<file path="src/rtl/cordic_pkg.sv">
// Shared constants, widths, tables and FSM states for the fixed-point CORDIC cosine unit.
package cordic_pkg;

  localparam int FRAC_W_DEF = 19;
  localparam int GUARD_DEF  = 3;
  localparam int ITER_DEF   = 20;

  // Iteration counter width; large enough to index the full 32-entry arctangent table.
  localparam int CNT_W = 5;

  // CORDIC gain compensation 0.6072529350 at 32 fractional bits.
  localparam logic [31:0] K_Q32 = 32'd2608131496;

  // atan(2^-i) for i = 0..31 at 32 fractional bits.
  localparam logic [31:0] ATAN_Q32 [0:31] = '{
    32'd3373259426, 32'd1991351318, 32'd1052175346, 32'd534100635,
    32'd268086748,  32'd134174063,  32'd67103403,   32'd33553749,
    32'd16777131,   32'd8388597,    32'd4194303,    32'd2097152,
    32'd1048576,    32'd524288,     32'd262144,     32'd131072,
    32'd65536,      32'd32768,      32'd16384,      32'd8192,
    32'd4096,       32'd2048,       32'd1024,       32'd512,
    32'd256,        32'd128,        32'd64,         32'd32,
    32'd16,         32'd8,          32'd4,          32'd2
  };

  typedef enum logic [1:0] {
    S_IDLE,
    S_RUN,
    S_ROUND,
    S_DONE
  } state_t;

  // Internal datapath width: sign, two integer bits, fraction plus guard bits.
  function automatic int cordic_w(input int frac_w, input int guard);
    return 3 + frac_w + guard;
  endfunction

  // Re-scale a 32-fractional-bit constant to fb fractional bits, rounding to nearest.
  function automatic logic [63:0] slice_q32(input logic [31:0] v, input int fb);
    logic [63:0] t;
    t = {32'd0, v};
    if (fb >= 32) begin
      return t << (fb - 32);
    end
    return (t + (64'd1 << (31 - fb))) >> (32 - fb);
  endfunction

endpackage

</file>
<file path="src/rtl/cordic_cos_step.sv">
// One combinational rotation-mode CORDIC micro-rotation driven by the sign of the residual angle.
module cordic_cos_step
  import cordic_pkg::*;
#(
  parameter int W  = 25,
  parameter int FB = 22
) (
  input  logic signed [W-1:0]     x,
  input  logic signed [W-1:0]     y,
  input  logic signed [W-1:0]     z,
  input  logic        [CNT_W-1:0] i,
  output logic signed [W-1:0]     x_n,
  output logic signed [W-1:0]     y_n,
  output logic signed [W-1:0]     z_n
);

  logic signed [W-1:0] atan_v;
  logic signed [W-1:0] x_sh;
  logic signed [W-1:0] y_sh;

  // Rotate towards zero residual angle; all updates use the current x, y, z.
  always_comb begin
    atan_v = W'(slice_q32(ATAN_Q32[i], FB));
    x_sh   = x >>> i;
    y_sh   = y >>> i;
    if (!z[W-1]) begin
      x_n = x - y_sh;
      y_n = y + x_sh;
      z_n = z - atan_v;
    end else begin
      x_n = x + y_sh;
      y_n = y - x_sh;
      z_n = z + atan_v;
    end
  end

endmodule

</file>
<file path="src/rtl/fixed_cos_cordic.sv">
// Iterative CORDIC cosine on sign-magnitude fixed-point angles with valid/ready handshakes.
module fixed_cos_cordic
  import cordic_pkg::*;
#(
  parameter int FRAC_W = FRAC_W_DEF,
  parameter int ITER   = ITER_DEF,
  parameter int GUARD  = GUARD_DEF
) (
  input  logic              clk,
  input  logic              rst,
  input  logic              in_valid,
  output logic              in_ready,
  input  logic              sign_i,
  input  logic              integer_i,
  input  logic [FRAC_W-1:0] fractional_i,
  output logic              out_valid,
  input  logic              out_ready,
  output logic              sign_o,
  output logic              integer_o,
  output logic [FRAC_W-1:0] fractional_o,
  output logic              range_err_o
);

  localparam int FB = FRAC_W + GUARD;
  localparam int W  = cordic_w(FRAC_W, GUARD);
  localparam int RW = W + 1 - GUARD;

  localparam logic signed [W-1:0] K_FIX     = W'(slice_q32(K_Q32, FB));
  localparam logic [FRAC_W-1:0]   FRAC_HALF = FRAC_W'(1) << (FRAC_W - 1);
  localparam logic [W:0]          HALF_LSB  = (W+1)'(1) << (GUARD - 1);

  state_t state;
  state_t state_nx;

  logic [CNT_W-1:0]    cnt;
  logic signed [W-1:0] x_q;
  logic signed [W-1:0] y_q;
  logic signed [W-1:0] z_q;
  logic signed [W-1:0] x_n;
  logic signed [W-1:0] y_n;
  logic signed [W-1:0] z_n;
  logic                range_pend;
  logic                accept;
  logic                last_iter;

  logic signed [W:0]    x_ext;
  logic signed [RW-1:0] x_rnd;
  logic [RW-1:0]        mag;
  logic                 neg;
  logic                 sat;

  // cos is even, so the angle sign never affects the result.
  logic sign_unused;
  assign sign_unused = sign_i;

  assign in_ready  = (state == S_IDLE);
  assign out_valid = (state == S_DONE);
  assign accept    = in_valid && in_ready;
  assign last_iter = (cnt == CNT_W'(ITER - 1));

  cordic_cos_step #(
    .W (W),
    .FB(FB)
  ) u_step (
    .x  (x_q),
    .y  (y_q),
    .z  (z_q),
    .i  (cnt),
    .x_n(x_n),
    .y_n(y_n),
    .z_n(z_n)
  );

  // State register.
  always_ff @(posedge clk) begin
    if (rst) begin
      state <= S_IDLE;
    end else begin
      state <= state_nx;
    end
  end

  // Next-state logic: accept, iterate, round, then wait for the consumer.
  always_comb begin
    state_nx = state;
    case (state)
      S_IDLE:  if (accept) state_nx = S_RUN;
      S_RUN:   if (last_iter) state_nx = S_ROUND;
      S_ROUND: state_nx = S_DONE;
      S_DONE:  if (out_ready) state_nx = S_IDLE;
      default: state_nx = S_IDLE;
    endcase
  end

  // Round x to the output precision and convert to sign-magnitude with saturation at 2.0.
  always_comb begin
    x_ext = {x_q[W-1], x_q} + HALF_LSB;
    x_rnd = RW'(x_ext >>> GUARD);
    neg   = x_rnd[RW-1];
    mag   = neg ? RW'(-x_rnd) : RW'(x_rnd);
    sat   = |mag[RW-1:FRAC_W+1];
  end

  // Datapath: capture the angle, run the micro-rotations, register the rounded result.
  always_ff @(posedge clk) begin
    if (rst) begin
      cnt          <= '0;
      x_q          <= '0;
      y_q          <= '0;
      z_q          <= '0;
      range_pend   <= 1'b0;
      sign_o       <= 1'b0;
      integer_o    <= 1'b0;
      fractional_o <= '0;
      range_err_o  <= 1'b0;
    end else begin
      case (state)
        S_IDLE: begin
          if (accept) begin
            x_q        <= K_FIX;
            y_q        <= '0;
            z_q        <= {2'b00, integer_i, fractional_i, {GUARD{1'b0}}};
            cnt        <= '0;
            range_pend <= integer_i && (fractional_i > FRAC_HALF);
          end
        end
        S_RUN: begin
          x_q <= x_n;
          y_q <= y_n;
          z_q <= z_n;
          cnt <= cnt + CNT_W'(1);
        end
        S_ROUND: begin
          sign_o      <= neg;
          range_err_o <= range_pend;
          if (sat) begin
            integer_o    <= 1'b1;
            fractional_o <= '1;
          end else begin
            integer_o    <= mag[FRAC_W];
            fractional_o <= mag[FRAC_W-1:0];
          end
        end
        default: begin
        end
      endcase
    end
  end

endmodule

</file>
<file path="config.mk">
export PLATFORM = sky130hd
export DESIGN_NAME = fixed_cos_cordic
export DESIGN_NICKNAME = d
export VERILOG_FILES = /design/src/rtl/cordic_pkg.sv /design/src/rtl/cordic_cos_step.sv /design/src/rtl/fixed_cos_cordic.sv
export SDC_FILE = /design/constraint.sdc
export NUM_CORES = 1
export LEC_CHECK = 0
export BUFFER_PORTS_ARGS = -buffer_cell sky130_fd_sc_hd__buf_2
export CORE_ASPECT_RATIO = 2
export CORE_MARGIN = 5
export CORE_UTILIZATION = 63
export DETAILED_ROUTE_END_ITERATION = 16
export PLACE_DENSITY = 0.9
export REMOVE_ABC_BUFFERS = 1
export SETUP_SLACK_MARGIN = 0.5
export SKIP_CTS_REPAIR_TIMING = 1
export SLEW_MARGIN = 20
export SYNTH_ARGS = -nofsm -noshare
export SYNTH_HDL_FRONTEND = slang
export SYNTH_SLANG_ARGS = --single-unit
</file>
<file path="constraint.sdc">
create_clock -name clk -period 10.7 [get_ports clk]
set_input_delay 0.535 -clock clk [delete_from_list [all_inputs] [get_ports clk]]
set_output_delay 0.535 -clock clk [all_outputs]
set_load 0.01 [all_outputs]
</file>
Yosys cells after proc, flatten, opt, wreduce, memory -nomap -nowiden

Memories as Yosys holds them, arrays and structs flattened.
Index checks and enable logic that the tools add are counted.

Output and inout bits: 24
Word-level logic and storage cells: 61
Memory bits (read-only): 1024
Register bits: 105
Memories kept: 1

Equal/unequal tests: 7
Bitwise operators: 1
Add/subtract/negate cells: 10
$lt $le $gt $ge: 2
Shifts and indexed selects: 2
Reductions and logical operators: 8
Mux-type cells: 20

Memory list:

| memory           | depth | bits a word | read ports | clocked after Yosys merged registers in | wr ports | line                  | RTL |
|---|---|---|---|---|---|---|---|
| (name not given) | 32    | 32          | 1          | 0                                       | 0        | cordic_cos_step.sv:23 | `atan_v = W'(slice_q32(ATAN_Q32[i], FB));` |

Operator list:

| operator                                                 | count |
|---|---|
| two-way mux 25 bit                                       | 6 |
| one-hot mux 25 bit (2 select lines)                      | 3 |
| adder 25 bit                                             | 3 |
| subtractor 25 bit                                        | 3 |
| two-way mux 32 bit                                       | 2 |
| >>> shifter 25 x 5 -> 25 bit                             | 2 |
| adder 32 x 10 -> 33 bit, second input constant           | 1 |
| adder 25 x 4 -> 26 bit, second input constant            | 1 |
| two-way mux 23 bit                                       | 1 |
| negator 23 bit                                           | 1 |
| greater-than comparator 19 bit, second input constant    | 1 |
| two-way mux 19 bit                                       | 1 |
| one-hot mux 5 bit (2 select lines)                       | 1 |
| one-hot mux 2 bit (4 select lines)                       | 1 |
| greater-or-equal comparator 6 bit, second input constant | 1 |
| two-way mux 2 bit                                        | 3 |
| inverter 5 -> 6 bit                                      | 1 |
| adder 5 x 1 -> 5 bit, second input constant              | 1 |
| == test 5 bit, second input constant                     | 1 |
| two-way mux 5 bit                                        | 1 |
| == test 2 bit, second input constant                     | 2 |
| != test 2 x 1 -> 1 bit, second input constant            | 2 |
| AND reduction 2 bit                                      | 2 |
| AND reduction 3 bit                                      | 1 |
| 7 further kinds                                          | 8 |

Depth between registers and ports, before layout

Depth after elaboration: 8
Gate-level depth with buffers: 32

By module

Synthesis repeated with hierarchy kept, for this count alone.

Cell total of the unflattened synthesis: 1765
Area, all modules: 14308.7 um2

By module, submodules not included:

| module           | times used | cells each | area an instance (um2) | seq. area each (um2) |
|---|---|---|---|---|
| cordic_cos_step  | 1          | 1162       | 8969.9                 | 0.0 |
| fixed_cos_cordic | 1          | 603        | 5338.9                 | 2102.0 |

Worst setup path before layout

OpenSTA, ideal clock, no wires.

Path kind: flip-flop to flip-flop
Start: register cnt[1]
End: register z_q[21]
Arrival: 6.188 ns
Clock period less this slack: 6.279 ns
Library setup time: 0.091 ns
Setup slack: 4.421 ns
Data required time: 10.609 ns
Path buffers: 5
Cell stages (with the launch flop): 32
Cells stage by stage: dfxtp_1 > buf_6 > buf_4 > buf_6 > buf_4 > inv_1 > ha_1 > or2_2 > a311oi_1 > nor2_1 > inv_1 > ha_1 > inv_1 > a21oi_1 > and3_1 > buf_2 > nand4_1 > xnor2_1 > and4_1 > nor2_1 > xor2_1 > ha_1 > a21o_1 > a21o_1 > a21o_1 > a21o_1 > a221oi_1 > o21ai_0 > a21oi_1 > mux2i_1 > o21ai_0 > a311oi_1

Word-level cells in the longest chain between the ends: 8
Elaborated cells between the ends (all ways): 9
Classes of those cells: add/sub: 3; mux: 4; bitwise: 1; memory: 1

Ends and longest elaborated chain:

| item                                                       | line                                         | RTL |
|---|---|---|
| start, declared                                            | fixed_cos_cordic.sv:35                       | `logic [CNT_W-1:0] cnt;` |
| start signal, assigned                                     | fixed_cos_cordic.sv:131                      | `cnt <= cnt + CNT_W'(1);` |
| inverter 5 -> 6 bit (implied by the code) (*)              | cordic_cos_step.sv:23                        |  |
| memory read (32 x 32 bit) (*)                              | --                                           |  |
| two-way mux 32 bit (implied by the code) (*) (2 in series) | cordic_cos_step.sv:23                        |  |
| adder 32 x 10 -> 33 bit (*)                                | cordic_pkg.sv:45                             | `return (t + (64'd1 << (31 - fb))) >> (32 - fb);` |
| subtractor 25 bit or adder 25 bit (tied branches)          | cordic_cos_step.sv:29, cordic_cos_step.sv:33 |  |
| two-way mux 25 bit (*)                                     | cordic_cos_step.sv:26                        | `if (!z[W-1]) begin` |
| one-hot mux 25 bit (2 select lines) (*)                    | fixed_cos_cordic.sv:117                      | `case (state)` |
| end signal, assigned                                       | fixed_cos_cordic.sv:122                      | `z_q <= {2'b00, integer_i, fractional_i, {GUARD{1'b0}}};` |
| end signal, assigned                                       | fixed_cos_cordic.sv:130                      | `z_q <= z_n;` |
| end, declared                                              | fixed_cos_cordic.sv:38                       | `logic signed [W-1:0] z_q;` |

Mark *: on every way between the ends. The rest lies on a longest branch, timed or not. The select of a mux whose other input is x is not followed.
A chain may end at the register's enable or synchronous reset.

Final worst setup path

Start: register cnt[1]
End: register x_q[24]

Word-level cells in the longest chain between the ends: 4
Elaborated cells between the ends (all ways): 5
Classes of those cells: add/sub: 2; shift: 1; mux: 2

Ends and longest elaborated chain:

| item                                              | line                                         | RTL |
|---|---|---|
| >>> shifter 25 x 5 -> 25 bit (*)                  | cordic_cos_step.sv:25                        | `y_sh = y >>> i;` |
| subtractor 25 bit or adder 25 bit (tied branches) | cordic_cos_step.sv:27, cordic_cos_step.sv:31 |  |
| two-way mux 25 bit (*)                            | cordic_cos_step.sv:26                        |  |
| one-hot mux 25 bit (2 select lines) (*)           | fixed_cos_cordic.sv:117                      |  |
| end signal, assigned                              | fixed_cos_cordic.sv:128                      | `x_q <= x_n;` |
| end, declared                                     | fixed_cos_cordic.sv:36                       | `logic signed [W-1:0] x_q;` |

Mark *: on every way between the ends. The rest lies on a longest branch, timed or not.

==> metrics.md <==
| Metric | Value |
|---|---|
| Top FF cell, synth | `dfxtp_1` |
| Post-synth ARST share | `0` |
| CP startpoint kind | `register` |
| Via count | `14200` |
| Final cell count without fillers | `2031` |
| First-pass GRT wire length | `70300 um` |
| Slew Limit Fails | `0` |
| CTS Buffer Depth | `2` |
| Core Box Area | `22000 sq um` |
| GPL Wtd Cong | `1.04` |
| Critical Path Source | `cnt[1]` |
| Final hold violations | `0` |
| R2R Setup Slk | `3770 ps` |
| Final setup fails | `0` |
| Starting Density | `0.634` |
| Largest cells by area after synthesis | `dfxtp_1, ha_1, xnor2_1` |
| RR Endpoint | `x_q[24]` |
| Maxcap violations | `0` |
| Reg2reg start | `cnt[1]` |
| Largest net degree at the start of global routing | `66` |
| Crit path capture type | `register` |
| ANT cells | `0` |
| Unique masters post-synth | `91` |
| HP Class | `in2reg` |
| Area Growth Syn to Fin | `3.58%` |
| Least-Margin Pin Slew | `1090 ps` |
| CTS tree | `yes` |
| Vias in the first global route | `13800` |
| CP max-delay cell | `a211oi_1` |
| F_max | `144 MHz` |
| Initial drt markers | `1434` |
| Cell area after synthesis | `13900 sq um` |
| Vias per cell | `7.00` |
| Commonest cells in the netlist | `nor2_1, nand2_1, a21oi_1` |
| Reg clk slew, reported paths | `80 ps` |
| Synth top area share | `0.151` |
| Critical-path cell list | `buf_4, mux2i_1, o32ai_1, a211oi_1, o221a_2, nor4b_4, and3_1, o2111a_1, and3_1, nor2_1, xor2_1, ha_1, nand3_1, nor2_1, nand3_1, o21ba_2, a311oi_1, inv_1, o311ai_0, xnor2_1, a21oi_1, o22ai_1` |
| Synth warnings | `0` |
| Die Area | `25400 sq um` |
| Inst Count DP | `2016` |
| CTS buffer count | `9` |
| Critical Path End | `x_q[24]` |
| Nets | `1873` |
| Syn Inst Count | `1800` |
| Most common cell in the netlist | `nor2_1` |
| GRT Residual Overflow | `0` |
| Routed wire length | `44800 um` |
| Required @ worst endpoint | `10960 ps` |
| Critical Path Fanout Max | `54` |
| Die width | `115 um` |
| Slew headroom | `0.273` |
| Fraction of layout cells with a size suffix above 1 | `0.106` |
| CTS H-Tree Depth | `3` |
| GRT Util Overall | `0.351` |
| Final min period | `6930 ps` |
| Critical path class | `reg2reg` |
| Largest area contributor in the netlist | `dfxtp_1` |
| Post-route cell area | `14400 sq um` |
| Mapped Avg Cell Area | `7.74 sq um` |
| Crit path arrival time | `7190 ps` |
| Routed Antenna Nets | `0` |
| Seq cells post-synth | `105` |
| Post-placement cell area | `14100 sq um` |
| Drt wl/cell | `22.1 um` |
| Worst Reg-to-Reg Cells | `22` |
| # clock sinks | `105` |
| Unrepaired setup endpoints after global routing | `no` |
| Later-pin clock latency in the skew report | `390 ps` |
| Site Rows | `77` |
| Slowest stage delay, CP | `710 ps` |
| Number of synthesized flops with an enable pin | `0` |
| Hold_ws | `451 ps` |
| Part of the Yosys area used for sequential elements | `0.151` |
| I/O Pins | `49` |
| Initial antenna violation count | `0` |
| Port bufs | `47` |
| Worst Skew | `8.72 ps` |
| Clk Tree Root Cell | `clkbuf_16` |
| Final HPWL DP | `33000 um` |
| Final critical-path share of the clock period | `0.648` |
| Drt drc | `0` |
| Chip Height | `220 um` |
| Detailed Routing Iterations Pass 1 | `7` |
| Status | `complete, no violations` |
| Setup TNS Final | `0 ps` |
## placed cells by master (no fill, tap or decap), drive strengths merged, types with 11 or more instances in the layout
cell type,count
nor2,212
nor4,12
nand2b,28
nor2b,21
a31oi,29
xnor2,108
a21o,46
or3,15
o21ai,75
a22oi,24
nand4,14
dfxtp,105
mux2i,61
nor3,28
a211oi,59
buf,67
xor2,71
mux4,46
and2,20
mux2,22
a21oi,140
inv,56
o22ai,15
nand3,34
nand2,144
o21a,13
o211ai,11
ha,94
and3,24
## through the flow
stage | setup WS, ps | util
3_5_place_dp | 3900 | 0.642
6_report | 3770 | 0.657
2_1_floorplan | 2470 | -
4_1_cts | 3880 | 0.656
3_3_place_gp | 4040 | 0.642
5_1_grt | 3280 | 0.657
## sequential cells by signal, summed over array words and instances, names as in the netlist
| name | flops |
|---|---|
| x_q | 25 |
| sign_o | 1 |
| range_pend | 1 |
| range_err_o | 1 |
| y_q | 25 |
| state | 2 |
| z_q | 25 |
| fractional_o | 19 |
| cnt | 5 |
| integer_o | 1 |
## cell type report
cell class              instances  area, sq um
multi-input cells            1515        11100
well taps                     276          345
inverters                      53          199
clock inverters                 6         83.8
clock buffers                   9          225
repair buffers                 67          388
flip-flops and latches        105         2110
fillers                      1857         7540
## worst min path at each step
stage               slack (ps)      end             start  cells past startpoint
floorplan                  430  z_q[23]           z_q[23]                      2
global route               500  z_q[21]  fractional_i[18]                      3
global placement           450  z_q[23]           z_q[23]                      2
detailed placement         450  z_q[23]           z_q[23]                      2
finish                     450  z_q[21]  fractional_i[18]                      3
CTS                        440  z_q[21]  fractional_i[18]                      3
## worst max-delay path, delay by kind of cell (launching register included)
kind	cells	cell delay, ps
adder cells (fa/ha/maj)	1	390
buffers and inverters	2	770
flip-flops	1	630
AND/OR/NAND/NOR	7	1280
AO/OA/AOI/OAI	9	2950
XOR/XNOR	2	340
multiplexers	1	390
## cell families after synthesis
group           after synthesis  share of synthesized area
compound gates              523                      0.254
xor+xnor                    179                      0.113
fa+ha+maj                    97                     0.0887
buf+inv                     180                     0.0559
flops                       105                      0.151
mux                         129                      0.138
simple gates                587                      0.200
## per-layer routing
metal,vias up,GRT usage,share of wire
li1,6547,-,-
met1,6742,0.351,0.33
met2,682,0.633,0.51
met3,242,0.0528,0.070
met4,0,0.274,0.084
met5,-,0,0
Power is left out: the tool's default activity adds up to more than one toggle a clock period on the data nets, which glitch-free logic cannot reach.
